## src/rtl/scan_pkg.sv

```systemverilog
// Shared definitions for the channel scan sequencer: FSM states and sizing constants.
// Latency: n/a (types and constants only).
// Backpressure: n/a.
//
// Contents:
//   scan_state_t : IDLE / DWELL / BLANK state encoding
//   CNT_W        : width of the dwell/blank counter
//   NUM_CHAN     : number of scanned channels
//   SEL_W        : width of the channel select
package scan_pkg;

  typedef enum logic [1:0] {
    IDLE  = 2'd0,
    DWELL = 2'd1,
    BLANK = 2'd2
  } scan_state_t;

  localparam int CNT_W    = 16;
  localparam int NUM_CHAN = 4;
  localparam int SEL_W    = 2;

endpackage

```

## src/rtl/scan_next_chan.sv

```systemverilog
// Combinational next-channel search: finds the next set mask bit strictly above cur, modulo 4.
// Latency: purely combinational, zero cycles.
// Backpressure: none; the result is consumed by the sequencer only on a channel advance.
//
// Ports:
//   mask : per-channel participation bits
//   cur  : currently selected channel
//   nxt  : next participating channel (cur itself if it is the only one set)
//   wrap : nxt <= cur, i.e. the scan restarted from a lower-or-equal channel
//   none : no channel participates; nxt is meaningless
module scan_next_chan
  import scan_pkg::*;
(
  input  logic [NUM_CHAN-1:0] mask,
  input  logic [SEL_W-1:0]    cur,
  output logic [SEL_W-1:0]    nxt,
  output logic                wrap,
  output logic                none
);

  logic [SEL_W-1:0] idx;
  logic             found;

  // Walk offsets 1..4 from cur; the 2-bit add wraps naturally modulo 4, and
  // offset 4 lands back on cur so a lone set bit selects itself.
  always_comb begin
    nxt   = cur;
    idx   = '0;
    found = 1'b0;
    for (int k = 1; k <= NUM_CHAN; k++) begin
      idx = cur + SEL_W'(k);
      if (!found && mask[idx]) begin
        nxt   = idx;
        found = 1'b1;
      end
    end
  end

  assign wrap = (nxt <= cur);
  assign none = (mask == '0);

endmodule

```

## src/rtl/scan_sequencer.sv

```systemverilog
// Channel scan sequencer: dwells DWELL_CYCLES on each masked channel, blanks BLANK_CYCLES between.
// Latency: sel_en rises the cycle after run=1 is sampled in IDLE; channel period DWELL+BLANK cycles.
// Backpressure: none; run/mask are sampled only when idle or at a channel advance.
//
// Ports:
//   clk    : rising-edge clock
//   reset  : synchronous active-high reset, priority over everything
//   run    : start / keep scanning
//   mask   : per-channel participation, bit i scans channel i
//   sel    : channel select, wired straight to the 2-to-4 decoder select
//   sel_en : decoder enable, high only while dwelling
//   wrap   : one-cycle pulse on the first dwell cycle after the scan restarts low
//   busy   : high whenever not idle
module scan_sequencer
  import scan_pkg::*;
#(
  parameter int DWELL_CYCLES = 1000,
  parameter int BLANK_CYCLES = 4
) (
  input  logic                clk,
  input  logic                reset,
  input  logic                run,
  input  logic [NUM_CHAN-1:0] mask,
  output logic [SEL_W-1:0]    sel,
  output logic                sel_en,
  output logic                wrap,
  output logic                busy
);

  localparam logic [CNT_W-1:0] DWELL_LAST = CNT_W'(DWELL_CYCLES - 1);
  // With no blanking the BLANK state is never entered, so this value is unused then.
  localparam logic [CNT_W-1:0] BLANK_LAST = (BLANK_CYCLES > 0) ? CNT_W'(BLANK_CYCLES - 1) : '0;
  localparam logic             NO_BLANK   = (BLANK_CYCLES == 0);

  scan_state_t      state;
  logic [CNT_W-1:0] cnt;

  logic [SEL_W-1:0] search_cur;
  logic [SEL_W-1:0] next_sel;
  logic             next_wrap;
  logic             next_none;
  logic             advance;

  // Searching from the top channel yields the lowest set bit, which is the
  // start channel out of IDLE; otherwise search from the current channel.
  assign search_cur = (state == IDLE) ? SEL_W'(NUM_CHAN - 1) : sel;

  scan_next_chan u_next_chan (
    .mask (mask),
    .cur  (search_cur),
    .nxt  (next_sel),
    .wrap (next_wrap),
    .none (next_none)
  );

  // Last cycle of the channel slot: end of blank, or end of dwell when there is no blank.
  assign advance = ((state == BLANK) && (cnt == BLANK_LAST)) ||
                   ((state == DWELL) && (cnt == DWELL_LAST) && NO_BLANK);

  always_ff @(posedge clk) begin
    if (reset) begin
      state  <= IDLE;
      cnt    <= '0;
      sel    <= '0;
      sel_en <= 1'b0;
      wrap   <= 1'b0;
      busy   <= 1'b0;
    end else begin
      wrap <= 1'b0;
      if (advance) begin
        cnt <= '0;
        if (!run || next_none) begin
          // Stop, leaving sel on the last channel scanned.
          state  <= IDLE;
          sel_en <= 1'b0;
          busy   <= 1'b0;
        end else begin
          state  <= DWELL;
          sel    <= next_sel;
          sel_en <= 1'b1;
          wrap   <= next_wrap;
          busy   <= 1'b1;
        end
      end else begin
        case (state)
          IDLE: begin
            if (run && !next_none) begin
              state  <= DWELL;
              sel    <= next_sel;
              cnt    <= '0;
              sel_en <= 1'b1;
              busy   <= 1'b1;
            end
          end
          DWELL: begin
            if (cnt == DWELL_LAST) begin
              state  <= BLANK;
              cnt    <= '0;
              sel_en <= 1'b0;
            end else begin
              cnt <= cnt + 1'b1;
            end
          end
          BLANK: begin
            cnt <= cnt + 1'b1;
          end
          default: begin
            state  <= IDLE;
            cnt    <= '0;
            sel_en <= 1'b0;
            busy   <= 1'b0;
          end
        endcase
      end
    end
  end

endmodule

```

## config.mk

```make
export PLATFORM = sky130hd
export DESIGN_NAME = scan_sequencer
export DESIGN_NICKNAME = d
export VERILOG_FILES = /design/src/rtl/scan_pkg.sv /design/src/rtl/scan_next_chan.sv /design/src/rtl/scan_sequencer.sv
export SDC_FILE = /design/constraint.sdc
export NUM_CORES = 1
export LEC_CHECK = 0
export BUFFER_PORTS_ARGS = -buffer_cell sky130_fd_sc_hd__buf_4
export CAP_MARGIN = 10
export CORE_MARGIN = 2
export CORE_UTILIZATION = 55
export DETAILED_ROUTE_END_ITERATION = 8
export PLACE_DENSITY = 0.74
export SLEW_MARGIN = 20
export SYNTH_ARGS = -nofsm -noshare
export SYNTH_HDL_FRONTEND = slang
export SYNTH_SLANG_ARGS = --single-unit
```

## constraint.sdc

```tcl
create_clock -name clk -period 3.1 [get_ports clk]
set_clock_uncertainty 0.15 [all_clocks]
set_input_delay 0.62 -clock clk [delete_from_list [all_inputs] [get_ports clk]]
set_output_delay 0.62 -clock clk [all_outputs]
set_load 0.01 [all_outputs]
```

==> results.md <==
* Internal power at about 0.63 mW
* Pre-CTS setup slack at 0.470 ns
* Cells after synthesis at 187
* Highest-count cells in the layout ignoring fill and taps: nand2_1 (23), dfxtp_1 (22), nor2_1 (18)
* Combinational cell fraction of total power at ~53%
* Wirelength per Cell at around 15 um
* Worst-Margin Slew at around 0.57 ns
* Net Sw Frac at 41.5%
* Post-synth EDFFs at 0
* Top-area cell type share of the netlist area at 28.8%
* Clock group share of total power at 15.2%
* Worst Path Arrival at approximately 2.8 ns
* Placer congestion estimate at about 0.83
* Synth warn at 0
* Endpoints failing setup at 0
* Period minus WS final at around 2.7 ns
* Total CTS buffers at 3
* Die width at between 50 and 60 um
* Final worst slack at 0.423 ns
* Setup CP Type: flop to flop
* Post-DP Area at 1620 um2
* Fmax achieved at 0.374 GHz
* LEAKAGE at approximately 0.60 nW
* Vias in the first global route at between 1,000 and 1,500
* Fill cell count at about 240
* GRT met1 Usage at a little under a third
* DRT iter0 DRCs at 65
* N_diodes at 0
* Unrepaired setup endpoints after global routing: false
* Initial antenna violation count at 0
* Final ANT Viol Nets at 0
* First-pass DRT Iterations at 4
* Max VDD drop at 0.433 mV
* CP Max Fanout at 11
* CTS Root Cell: clkbuf_4
* Synth-to-Final Area Change at 8.35%
* Final period utilization at a little under nine tenths
* Post-Layout Cell Count at between 200 and 250
* CTS HTree Levels at 1
* Outcome: finished, final reports clean
* DIE AREA at approximately 3200 um2
* Starting Density at between 50% and 60%
* CP endpoint kind: flop
* Startpoint types: flop
* First-pass GRT wire length at slightly above 6000 um
* CTS Hold Bufs at 0
* GR Util met3 at between 3 and 4%
* Drt total wl at 3470 um
* Hold_ws at 0.347 ns
* Post-route cell area at between 1500 and 2000 um2
* Port Buffer Count at 11
* CTS tree: built
* Hold Path Class: flop to flop
* Net count after synthesis at roughly 200
* Max Root-Sink Buffers at 2
* Hold depth at 2
* Vias per inst at 6.42
* Worst r2r path cells at 11
* Placed cells at between 200 and 250
* Largest cells by area after synthesis: dfxtp_1 (29%), ha_1 (5.7%), nand2_1 (5.6%), nor2_1 (4.4%), a21oi_1 (3.9%)
* Synth Flop Type: dfxtp_1
* Commonest non-fill, non-tap cell in the layout: nand2_1
* Max_slew headroom at 62.3%
* Cell Rows at 19
* Largest net degree at the start of global routing at 15
* Synth async-reset ratio at 0%
* #FFs+latches synth at 22
* Power Dens Cells at about 650 nW/um2
* Worst EP required at around 3.2 ns
* Post-synth cell types at 57
* Die H at approximately 57 um
* GRT Util Overall at 23.9%
* Clock-pin slew on the worst setup and hold paths at 0.13 ns
* Insertion delay to the later sink of the worst-skew pair at about 0.31 ns
* Top Usage Layer GRT: met2
* Met2 Usage GRT at about two fifths
* Switching pwr at between 0.4 and 0.5 mW
* Post-route setup TNS at 0 ns
* Area of the mapped netlist at ~1500 um2
* Hpwl dp at 2590 um
* Final Net Count at approximately 210
* Max cap viols at 0
* Core ar. at ~2700 um2
* Clock Sinks at 22
* Area leader, netlist: dfxtp_1
* Avg Cell Area, Syn at just over 8 um2
* Seq/Total Area, Yosys at 28.8%
* Num ports at 12
* Fraction of layout cells with a size suffix above 1 at between 15 and 20%
* R2r setup slk at between 0.4 and 0.5 ns
* Post-CTS sizing at 0
* GRT overflow at 0
* Post-CTS Repair Setup Buffers at 0
* Max Transition Viols Final at 0
* Reg power frac at roughly a third
* DR vias at roughly 1,500
* DRC at 0
* Final-report hold violation count at 0
area by class of cell:
cell class,count,area (um2),share of cell area (%)
Inverter,7,26.3,1.59
Tap cell,31,38.8,2.34
Sequential cell,22,440,26.6
Clock buffer,4,36.3,2.19
Multi-Input combinational cell,150,1020,61.4
Timing Repair Buffer,13,97.6,5.89
per-stage QoR:
stage,utilization (%),total power [mW]
2_1_floorplan,-,0.777
3_3_place_gp,60.3,0.890
3_5_place_dp,60.3,0.908
4_1_cts,61.7,1.07
5_1_grt,61.7,1.16
6_report,61.7,1.07
layer usage:
layer / part of all wire [%] / wire, um
met3: 4.5 / 155
met4: 0.84 / 29
met5: 0 / 0
met1: 45 / 1570
met2: 49 / 1710
synthesized netlist by cell type, types with 2 or more instances:
library cell,instances
nand2_1,23
dfxtp_1,22
nor2_1,18
a21oi_1,12
nand3_1,11
ha_1,7
inv_1,7
a31oi_1,6
nand4_1,6
nor4_1,5
o21ai_0,4
or4_1,4
and2_1,3
buf_2,3
mux2i_1,3
nand2b_1,3
nor3_1,3
clkbuf_1,2
nand3b_1,2
o21a_1,2
o22a_1,2
or2_1,2
or4_4,2
xor2_1,2
power by group through the flow:
stage                     Combinational [mW]  Clock, mW  Sequential, mW
after floorplan                        0.428          0           0.348
after global placement                 0.547          0           0.343
after detailed placement               0.561          0           0.347
after CTS                              0.563      0.168           0.340
after global routing                   0.637      0.182           0.344
final                                  0.566      0.163           0.340
kinds of logic after synthesis:
kind of cell    share of synthesized area (%)
compound gates                           20.3
flops                                    28.8
buf+inv                                  4.66
fa+ha+maj                                5.73
xor+xnor                                 1.72
mux                                      3.44
simple gates                             35.4
state kept, by name, summed over array words and instances, names as in the netlist:
register and flops:
wrap 1, sel 2, busy 1, sel_en 1
cnt 16, state 1
critical path: stages (launching register included):
cell	delay, ns
dfxtp_1	0.41
inv_1	0.10
ha_1	0.34
nor2_1	0.26
mux4_2	0.52
a21oi_1	0.15
a221o_1	0.15
ha_1	0.14
inv_1	0.03
a21oi_1	0.13
a21oi_1	0.05
nor4_1	0.15
path summary, 6_finish.rpt:
path	startpoint	end
hold / removal	busy	busy
setup / recovery	sel_en	wrap
setup reg to reg	sel_en	wrap
hold reg to reg	busy	busy
Power figures use the tool's default switching activity.
